**config.mk**
```make
export PLATFORM = sky130hd
export DESIGN_NAME = operand_entry_ctrl_flat
export DESIGN_NICKNAME = d
export VERILOG_FILES = /design/src/rtl/entry_pkg.sv /design/src/rtl/operand_entry_ctrl_if.sv /design/src/rtl/bcd_shift_acc.sv /design/src/rtl/operand_entry_ctrl.sv /design/src/flat_wrapper.sv
export SDC_FILE = /design/constraint.sdc
export NUM_CORES = 1
export LEC_CHECK = 0
export CAP_MARGIN = 20
export CORE_ASPECT_RATIO = 1.75
export CORE_MARGIN = 2
export CORE_UTILIZATION = 50
export CTS_CLUSTER_SIZE = 8
export DETAILED_ROUTE_END_ITERATION = 6
export GPL_TIMING_DRIVEN = 0
export PLACE_DENSITY = 0.87
export SYNTH_ARGS = -nofsm -noshare
export SYNTH_HDL_FRONTEND = slang
export SYNTH_HIERARCHICAL = 1
export SYNTH_SLANG_ARGS = --single-unit
```
**constraint.sdc**
```tcl
create_clock -name clk -period 3.1 [get_ports clk]
set_input_delay 0.465 -clock clk [delete_from_list [all_inputs] [get_ports clk]]
set_output_delay 0.465 -clock clk [all_outputs]
set_load 0.01 [all_outputs]
```
**src/rtl/entry_pkg.sv**
```systemverilog
// Shared types and key codes for the operand entry sequencer.
package entry_pkg;
    typedef logic [3:0] key_code_t;

    localparam key_code_t KEY_STAR = 4'd10;
    localparam key_code_t KEY_HASH = 4'd11;

    typedef enum logic [1:0] {
        ENTRY_A = 2'd0,
        ENTRY_B = 2'd1,
        HOLD    = 2'd2
    } entry_state_t;

    function automatic logic is_digit(key_code_t c);
        return c <= 4'd9;
    endfunction
endpackage

```
**src/rtl/operand_entry_ctrl_if.sv**
```systemverilog
// Key-event and operand handshake bundle. slave = the entry sequencer,
// master = the keypad reader / datapath side.
interface operand_entry_ctrl_if import entry_pkg::*; #(
    parameter int DIGITS = 3
);
    localparam int W  = 4 * DIGITS;
    localparam int CW = $clog2(DIGITS + 1);

    logic            key_valid;
    key_code_t       key_code;
    logic            key_ack;
    logic [W-1:0]    op_a;
    logic [W-1:0]    op_b;
    logic            op_valid;
    logic            op_ready;
    logic [W-1:0]    disp_bcd;
    logic [CW-1:0]   digit_cnt;
    logic [1:0]      phase;

    modport slave (
        input  key_valid, key_code, op_ready,
        output key_ack, op_a, op_b, op_valid, disp_bcd, digit_cnt, phase
    );

    modport master (
        output key_valid, key_code, op_ready,
        input  key_ack, op_a, op_b, op_valid, disp_bcd, digit_cnt, phase
    );
endinterface

```
**src/rtl/bcd_shift_acc.sv**
```systemverilog
// One packed-BCD operand register with its digit count. New digits shift
// in at the least-significant nibble; the owner gates loads with 'full'.
module bcd_shift_acc #(
    parameter int DIGITS = 3,
    parameter int CW     = $clog2(DIGITS + 1)
) (
    input  logic                clk,
    input  logic                rst_n,
    input  logic                load_digit,
    input  logic                clear,
    input  logic [3:0]          digit,
    output logic [4*DIGITS-1:0] value,
    output logic [CW-1:0]       cnt,
    output logic                full
);
    localparam int W = 4 * DIGITS;

    logic [W+3:0] shifted;

    assign shifted = {value, digit};
    assign full    = (cnt == CW'(DIGITS));

    // Clear wins over load; loads are only issued while not full.
    always_ff @(posedge clk or negedge rst_n) begin
        if (!rst_n) begin
            value <= '0;
            cnt   <= '0;
        end else if (clear) begin
            value <= '0;
            cnt   <= '0;
        end else if (load_digit) begin
            value <= shifted[W-1:0];
            cnt   <= cnt + 1'b1;
        end
    end
endmodule

```
**src/rtl/operand_entry_ctrl.sv**
```systemverilog
// Keypad operand entry sequencer: builds BCD operands A then B from key
// events ('*' clear, '#' enter) and hands the pair downstream.
// Optional: define ENTRY_TIMEOUT_EN to abandon entry after TIMEOUT_CYCLES
// of inactivity in ENTRY_A/ENTRY_B.
module operand_entry_ctrl import entry_pkg::*; #(
    parameter int DIGITS         = 3,
    parameter int TIMEOUT_CYCLES = 27_000_000
) (
    input  logic                 clk,
    input  logic                 rst_n,
    operand_entry_ctrl_if.slave  bus
);
    localparam int W  = 4 * DIGITS;
    localparam int CW = $clog2(DIGITS + 1);

    entry_state_t  state;
    logic          key_ack_q;
    logic          op_valid_q;
    logic          accept;
    logic          release_hold;
    logic          timeout;
    logic          is_num, is_star, is_hash;
    logic          ld_a, ld_b, clr_a, clr_b;
    logic [W-1:0]  a_val, b_val;
    logic [CW-1:0] a_cnt, b_cnt;
    logic          a_full, b_full;

    // Events seen during the ack cycle are the same event; never re-accept.
    assign accept       = bus.key_valid && !key_ack_q && (state != HOLD);
    assign release_hold = (state == HOLD) && op_valid_q && bus.op_ready;
    assign is_num       = is_digit(bus.key_code);
    assign is_star      = (bus.key_code == KEY_STAR);
    assign is_hash      = (bus.key_code == KEY_HASH);

    // Digits past the limit are still acked, just not stored.
    assign ld_a  = accept && is_num && (state == ENTRY_A) && !a_full;
    assign ld_b  = accept && is_num && (state == ENTRY_B) && !b_full;
    // '*' on an empty B falls back to A, so A is cleared in that case too.
    assign clr_a = (accept && is_star && (state == ENTRY_A ||
                   (state == ENTRY_B && b_cnt == '0))) || release_hold || timeout;
    assign clr_b = (accept && is_star && state == ENTRY_B) || release_hold || timeout;

    bcd_shift_acc #(.DIGITS(DIGITS), .CW(CW)) u_acc_a (
        .clk(clk), .rst_n(rst_n), .load_digit(ld_a), .clear(clr_a),
        .digit(bus.key_code), .value(a_val), .cnt(a_cnt), .full(a_full)
    );

    bcd_shift_acc #(.DIGITS(DIGITS), .CW(CW)) u_acc_b (
        .clk(clk), .rst_n(rst_n), .load_digit(ld_b), .clear(clr_b),
        .digit(bus.key_code), .value(b_val), .cnt(b_cnt), .full(b_full)
    );

`ifdef ENTRY_TIMEOUT_EN
    localparam int TW = $clog2(TIMEOUT_CYCLES + 1);
    logic [TW-1:0] idle_cnt;

    assign timeout = (state != HOLD) && !accept && (idle_cnt == TW'(TIMEOUT_CYCLES - 1));

    // Inactivity counter: reloads on activity, frozen while holding a result.
    always_ff @(posedge clk or negedge rst_n) begin
        if (!rst_n)
            idle_cnt <= '0;
        else if (accept || release_hold || timeout)
            idle_cnt <= '0;
        else if (state != HOLD)
            idle_cnt <= idle_cnt + 1'b1;
    end
`else
    // Without the feature entry waits forever; the parameter is inert.
    assign timeout = (TIMEOUT_CYCLES < 0);
`endif

    // Entry FSM with registered ack and op_valid.
    always_ff @(posedge clk or negedge rst_n) begin
        if (!rst_n) begin
            state      <= ENTRY_A;
            key_ack_q  <= 1'b0;
            op_valid_q <= 1'b0;
        end else begin
            key_ack_q <= accept;
            if (timeout) begin
                state <= ENTRY_A;
            end else if (release_hold) begin
                state      <= ENTRY_A;
                op_valid_q <= 1'b0;
            end else if (accept) begin
                case (state)
                    ENTRY_A: if (is_hash) state <= ENTRY_B;
                    ENTRY_B: begin
                        if (is_hash) begin
                            state      <= HOLD;
                            op_valid_q <= 1'b1;
                        end else if (is_star && b_cnt == '0) begin
                            state <= ENTRY_A;
                        end
                    end
                    default: state <= state;
                endcase
            end
        end
    end

    assign bus.key_ack   = key_ack_q;
    assign bus.op_valid  = op_valid_q;
    assign bus.op_a      = a_val;
    assign bus.op_b      = b_val;
    assign bus.disp_bcd  = (state == ENTRY_A) ? a_val : b_val;
    assign bus.digit_cnt = (state == ENTRY_A) ? a_cnt : b_cnt;
    assign bus.phase     = state;
endmodule

```
**src/flat_wrapper.sv**
```systemverilog
// flat-port wrapper written by rule: the top's interface ports become plain ports
module operand_entry_ctrl_flat import entry_pkg::*;
#(
    parameter int DIGITS         = 3,
    parameter int TIMEOUT_CYCLES = 27_000_000
)
  (clk, rst_n, bus_key_valid, bus_key_code, bus_op_ready, bus_key_ack, bus_op_a, bus_op_b, bus_op_valid, bus_disp_bcd, bus_digit_cnt, bus_phase);
  operand_entry_ctrl_if #(.DIGITS(DIGITS)) bus_i ();
  input  logic clk;
  input  logic rst_n;
  input wire logic [$bits(bus_i.key_valid)-1:0] bus_key_valid;
  input wire logic [$bits(bus_i.key_code)-1:0] bus_key_code;
  input wire logic [$bits(bus_i.op_ready)-1:0] bus_op_ready;
  output wire logic [$bits(bus_i.key_ack)-1:0] bus_key_ack;
  output wire logic [$bits(bus_i.op_a)-1:0] bus_op_a;
  output wire logic [$bits(bus_i.op_b)-1:0] bus_op_b;
  output wire logic [$bits(bus_i.op_valid)-1:0] bus_op_valid;
  output wire logic [$bits(bus_i.disp_bcd)-1:0] bus_disp_bcd;
  output wire logic [$bits(bus_i.digit_cnt)-1:0] bus_digit_cnt;
  output wire logic [$bits(bus_i.phase)-1:0] bus_phase;
  assign bus_i.key_valid = bus_key_valid;
  assign bus_i.key_code = bus_key_code;
  assign bus_i.op_ready = bus_op_ready;
  assign bus_key_ack = bus_i.key_ack;
  assign bus_op_a = bus_i.op_a;
  assign bus_op_b = bus_i.op_b;
  assign bus_op_valid = bus_i.op_valid;
  assign bus_disp_bcd = bus_i.disp_bcd;
  assign bus_digit_cnt = bus_i.digit_cnt;
  assign bus_phase = bus_i.phase;
  operand_entry_ctrl #(.DIGITS(DIGITS), .TIMEOUT_CYCLES(TIMEOUT_CYCLES)) u_core (.clk(clk), .rst_n(rst_n), .bus(bus_i));
endmodule
```
Word level (Yosys, flattened, before mapping)
Cells that the tools add are included.
{"block": "op_classes", "addsub": 2, "order_cmp": 1, "eq_ne": 9, "n_mux": 20, "n_reduce_logical": 30}
{"op": "$mux W12", "n": 5}
{"op": "$mux W2", "n": 10}
{"op": "$logic_and A1 B1 Y1", "n": 14}
{"op": "$reduce_bool A2 Y1", "n": 5}
{"op": "$eq A4 B4 Y1 const B", "n": 2}
{"op": "$eq A2 B2 Y1 const B", "n": 3}
{"op": "$add A2 B1 Y2 const B", "n": 2}
{"op": "$le A4 B4 Y1 const B", "n": 1}
{"op": "$logic_not A2 Y1", "n": 2}
{"op": "$mux W1", "n": 4}
{"op": "$ne A4 B2 Y1 const B", "n": 1}
{"op": "$pmux W2 S2", "n": 1}
{"op": "$reduce_and A4 Y1", "n": 1}
{"op": "$logic_not A1 Y1", "n": 3}
{"op": "$logic_or A1 B1 Y1", "n": 3}
{"op": "$ne A3 B1 Y1 const B", "n": 1}
{"op": "$reduce_and A3 Y1", "n": 1}
{"op": "$reduce_bool A3 Y1", "n": 1}
{"op": "$eq A2 B1 Y1 const B", "n": 1}
{"op": "$ne A2 B2 Y1 const B", "n": 1}
{"block": "word_totals", "ff_bits": 32, "in_bits": 8, "output_inout_bits": 42, "elab_cells": 69}

Depth between registers and ports, before layout
{"block": "depth", "word_depth": 8, "mapped_depth": 7, "depth_no_buf": 5}

By module
The synthesis kept the hierarchy.
{"module": "bcd_shift_acc", "instances": 2, "cells_per_inst": 46, "area_each_um2": 591.8, "seq_area_each_um2": 350.3}
{"module": "operand_entry_ctrl", "instances": 1, "cells_per_inst": 45, "area_each_um2": 440.4, "seq_area_each_um2": 100.1}

Worst setup path before layout
OpenSTA, ideal clock, no wires.
{"block": "synth_timing", "path_kind": "input to register", "startpoint": "input bus_key_code[2]", "endpoint": "register u_core.u_acc_a.cnt[1]", "setup_time_ps": 133, "arrival_time_ps": 1780, "required_ps": 2967, "path_slack_ps": 1187, "cell_stages": 5, "n_path_buf": 1, "path_cell_list": "nand3b_1 > or3_1 > o31ai_1 > clkbuf_1 > nor2_1"}
{"block": "synth_between", "elab_chain_len": 5, "elab_cells_between_ends": 10, "cone_classes": "1 x order compare; 1 x eq/ne; 1 x mux; 7 x reduce/logical"}
{"element": "start: declaration", "line": "flat_wrapper.sv:12", "text": "input wire logic [$bits(bus_i.key_code)-1:0] bus_key_code;"}
{"element": "$eq A4 B4 Y1 *", "line": "operand_entry_ctrl.sv:32", "text": "assign is_star = (bus.key_code == KEY_STAR);"}
{"element": "$logic_and A1 B1 Y1 * (2 in a row)", "line": "operand_entry_ctrl.sv:39", "text": "assign clr_a = (accept && is_star && (state == ENTRY_A ||"}
{"element": "$logic_or A1 B1 Y1 *", "line": "operand_entry_ctrl.sv:40", "text": "(state == ENTRY_B && b_cnt == '0))) || release_hold || timeout;"}
{"element": "named net u_core.clr_a", "line": "operand_entry_ctrl.sv:23", "text": "logic ld_a, ld_b, clr_a, clr_b;"}
{"element": "$mux W2 or $reduce_bool A2 Y1 (tied branches)"}
{"element": "end signal: assignment", "line": "bcd_shift_acc.sv:33", "text": "cnt <= cnt + 1'b1;"}
{"element": "end: declaration", "line": "bcd_shift_acc.sv:13", "text": "output logic [CW-1:0] cnt,"}
The timed path passes the listed nets; every way through them passes the cells marked *.
A chain may end at the register's enable or synchronous reset.

Worst setup path after layout
{"block": "layout_timing", "startpoint": "register u_core.state[1], in the netlist u_core/bus.phase[1]", "endpoint": "output bus_disp_bcd[11]"}
{"block": "layout_between", "elab_chain_len": 2}
{"element": "start: declaration", "line": "operand_entry_ctrl.sv:16", "text": "entry_state_t state;"}
{"element": "start signal: assignment", "line": "operand_entry_ctrl.sv:97", "text": "default: state <= state;"}
{"element": "$logic_not A2 Y1", "line": "operand_entry_ctrl.sv:107", "text": "assign bus.disp_bcd = (state == ENTRY_A) ? a_val : b_val;"}
{"element": "$mux W12", "line": "operand_entry_ctrl.sv:107"}
{"element": "end: declaration", "line": "flat_wrapper.sv:18", "text": "output wire logic [$bits(bus_i.disp_bcd)-1:0] bus_disp_bcd;"}
Every way passes these cells.

==> flow_metrics.env <==
export IMPL_status="finished clean"
export IMPL_swShare_pct=35.5
export IMPL_crit_type="register to output port"
export IMPL_place_area_um2=2200
export IMPL_area_growth_pct=41.1
export IMPL_drc=0
export IMPL_leakage_nw=0.953
export IMPL_fin_skew_ns=0.0119
export IMPL_initial_core_util_pct=51.7
export IMPL_antenna_left=0
export IMPL_routed_via_density=5.39
export IMPL_synth_area_um2=1620
export IMPL_cts_tree="yes"
export IMPL_power_share_clock_pct=14.5
export IMPL_critPathBufInv=3
export IMPL_wire_per_inst_um=16.7
export IMPL_portBuffers=49
export IMPL_multi_input_area_um2=719
export IMPL_synth_top_family_by_area="multiplexers"
export IMPL_drtIter0Drc=61
export IMPL_critical_path_top_delay_family="buffers and inverters"
export IMPL_setup_violations_final=0
export IMPL_seqPwrFrac_pct=32.5
export IMPL_cts_hold_fix_buffers=0
export IMPL_postCtsSetupBuffers=0
export IMPL_vias=1278
export IMPL_cts_buffer_depth=2
export IMPL_final_area_um2=2290
export IMPL_crit_slowest_cell="clkdlybuf4s50_1"
export IMPL_setup_ws_ns=0.382
export IMPL_worst_setup_path_start_kind="register"
export IMPL_insertion_delay_ns=0.29
export IMPL_syn_avg_cell_area_um2=11.9
export IMPL_cts_root_buf="clkbuf_8"
export IMPL_gp_congestion=0.861
export IMPL_htreeDepth=2
export IMPL_powerDensity_nw_per_um2=1040
export IMPL_critPathMaxStageDelay_ns=0.49
export IMPL_crit_fanout=10
export IMPL_ys_flop_type="dfrtp_1"
export IMPL_clock_fmax_ghz=0.368
export IMPL_wirelength_mm=3.96
export IMPL_coreArea_um2=3140
export IMPL_row_count=27
export IMPL_rsz0062_at_grt="false"
export IMPL_synthSimpleGateAreaFrac_pct=12.1
export IMPL_irDropWorstVdd_mv=0.631
export IMPL_power_mw=2.39
export IMPL_cts_resized_gates=0
export IMPL_grt_pass1_vias=1346
export IMPL_cts_sinks=32
export IMPL_synth_cells=137
export IMPL_fin_tns_setup_ns=0
export IMPL_seq_area_um2=801
export IMPL_seq_area_frac_synth_pct=49.3
export IMPL_antenna_cells=0
export IMPL_synth_area_mux_share_pct=25.7
export IMPL_post_place_ws_ns=0.146
export IMPL_tightest_slew_ns=0.756
export IMPL_maxCapViolations=0
export IMPL_period_needed_ns=2.72
export IMPL_cp_end_kind="output port"
export IMPL_fin_nets=204
export IMPL_fin_crit_sh_pct=87.7
export IMPL_fillers=224
export IMPL_cp_cell_sequence="buf_6 -> nor2_2 -> buf_4 -> mux2_2 -> clkdlybuf4s50_1"
export IMPL_drv_slew=0
export IMPL_synth_edf_count=0
export IMPL_clk_pin_slew_worst_paths_ns=0.07
export IMPL_p_sw_uw=850
export IMPL_slew_headroom_pct=49.4
export IMPL_grt_pass1_wl_mm=6.16
export IMPL_yosysUniqueCellTypes=27
export IMPL_fp_dieArea_um2=3740
export IMPL_yosysWarnings=6
export IMPL_p_int_mw=1.54
export IMPL_drtPass1Iterations=4
export IMPL_syn_num_nets=147
export IMPL_cp_required_ns=2.63
export IMPL_overflow=0
export IMPL_ios=50
export IMPL_final_hold_viol_count=0
export IMPL_synth_xor_area_share_pct=1.08
export IMPL_dieWidth_um=47.1
export IMPL_die_y_um=79.4
export IMPL_hpwl_mm=2.94
export IMPL_drive_gt1_share_pct=16.5
export IMPL_cp_data_arrival_time_ns=2.25
export IMPL_cts_buffers=5
export IMPL_hold_path_class="register to register"
export IMPL_synth_compound_area_share_pct=3.85
export IMPL_synth_fa_ha_area_share_pct=1.54
export IMPL_grt_max_degree=19
export IMPL_p_comb_share_pct=53.0
export IMPL_antenna_found_initial=0
export IMPL_async_flop_share_pct=100
export IMPL_grt_total_usage_pct=23.2
export IMPL_synth_seq_cells=32
[registers in the layout, summed over array words and instances (netlist names)]
register and count:
u_core/bus.phase 2, u_core/u_acc_b/value 12, u_core/bus.key_ack 1, u_core/u_acc_b/cnt 2, u_core/u_acc_a/value 12, u_core/u_acc_a/cnt 2
u_core/bus.op_valid 1
[worst reg2reg max path: cells and delay by family (launching register included)]
family	cells	cell delay, ns
AOI/OAI and AO/OA	1	0.61
buffers and inverters	2	0.68
DFF	1	0.39
and+or+nand+nor	2	0.56
[placed cells by master, fill, tap and decap left out, types with 2 or more instances in the layout]
cell / count
mux2_2: 12
nor2_2: 3
buf_12: 2
dfrtp_1: 32
xnor2_1: 2
nor2_1: 28
clkbuf_1: 2
buf_6: 3
o31ai_1: 2
mux2_1: 2
o21ai_0: 3
a2bb2oi_1: 2
nor4_1: 2
clkbuf_8: 7
clkdlybuf4s50_1: 49
inv_1: 3
mux2i_1: 26
ha_1: 2
[power groups by stage]
stage | clock network, mW | registers [mW] | logic [mW]
after floorplan | 0 | 0.817 | 0.550
after global placement | 0 | 0.771 | 1.24
after CTS | 0.352 | 0.780 | 1.28
final | 0.347 | 0.778 | 1.27
after detailed placement | 0 | 0.785 | 1.27
after global routing | 0.363 | 0.806 | 1.36
[final cells by class]
type	count	share of cell area (%)
multi-input cells	93	31.4
flip-flops and latches	32	34.9
inverters	4	0.655
plain buffers	8	3.88
repair buffers	50	22.6
clock buffers	7	4.20
well taps	43	2.35
[per-stage QoR]
step	instances	hold slack, ns	utilization (%)
2_1_floorplan	137	0.169	-
3_3_place_gp	229	0.530	69.0
3_5_place_dp	230	0.539	69.9
4_1_cts	237	0.558	73.0
5_1_grt	237	0.579	73.0
6_report	237	0.552	73.0
[kinds of logic (layout without fill, tap and decap cells)]
family / after synthesis / count (layout)
mux: 40 / 40
simple gates: 40 / 40
flops: 32 / 32
buf+inv: 12 / 69
compound gates: 9 / 9
fa+ha+maj: 2 / 2
xor+xnor: 2 / 2
[per-layer routing]
metal	track usage [%]	vias up	share of wire (%)
met5	0	-	0
met4	10.6	0	2.4
met3	3.85	11	4.1
met2	40.4	45	57
met1	26.0	635	37
li1	-	587	-
[Yosys cell counts (2+ instances only)]
library cell,instances,area [um^2]
o21ai_0,3,15.0
mux2_2,12,135
buf_12,2,40.0
buf_6,3,33.8
ha_1,2,25.0
a2bb2oi_1,2,17.5
nor2_1,28,105
dfrtp_1,32,801
nor4_1,2,12.5
mux2i_1,26,260
inv_1,3,11.3
mux2_1,2,22.5
nor2_2,3,18.8
o31ai_1,2,15.0
clkbuf_1,2,7.51
xnor2_1,2,17.5
[worst paths after layout]
kind | endpoint | slack (ns) | depth (start not counted) | from
setup / recovery | bus_disp_bcd[11] | 0.38 | 5 | u_core/bus.phase[1]
hold / removal | u_core/u_acc_b/value[9] | 0.55 | 2 | u_core/u_acc_b/value[9]
setup reg to reg | u_core/u_acc_b/value[5] | 0.71 | 5 | u_core/bus.phase[1]
hold reg to reg | u_core/u_acc_b/value[9] | 0.55 | 2 | u_core/u_acc_b/value[9]
max in group asynchronous | u_core/u_acc_b/value[7] | 1.92 | 2 | rst_n
min in group asynchronous | u_core/u_acc_b/cnt[0] | 0.62 | 1 | rst_n
(Power assumes the default switching activity.)
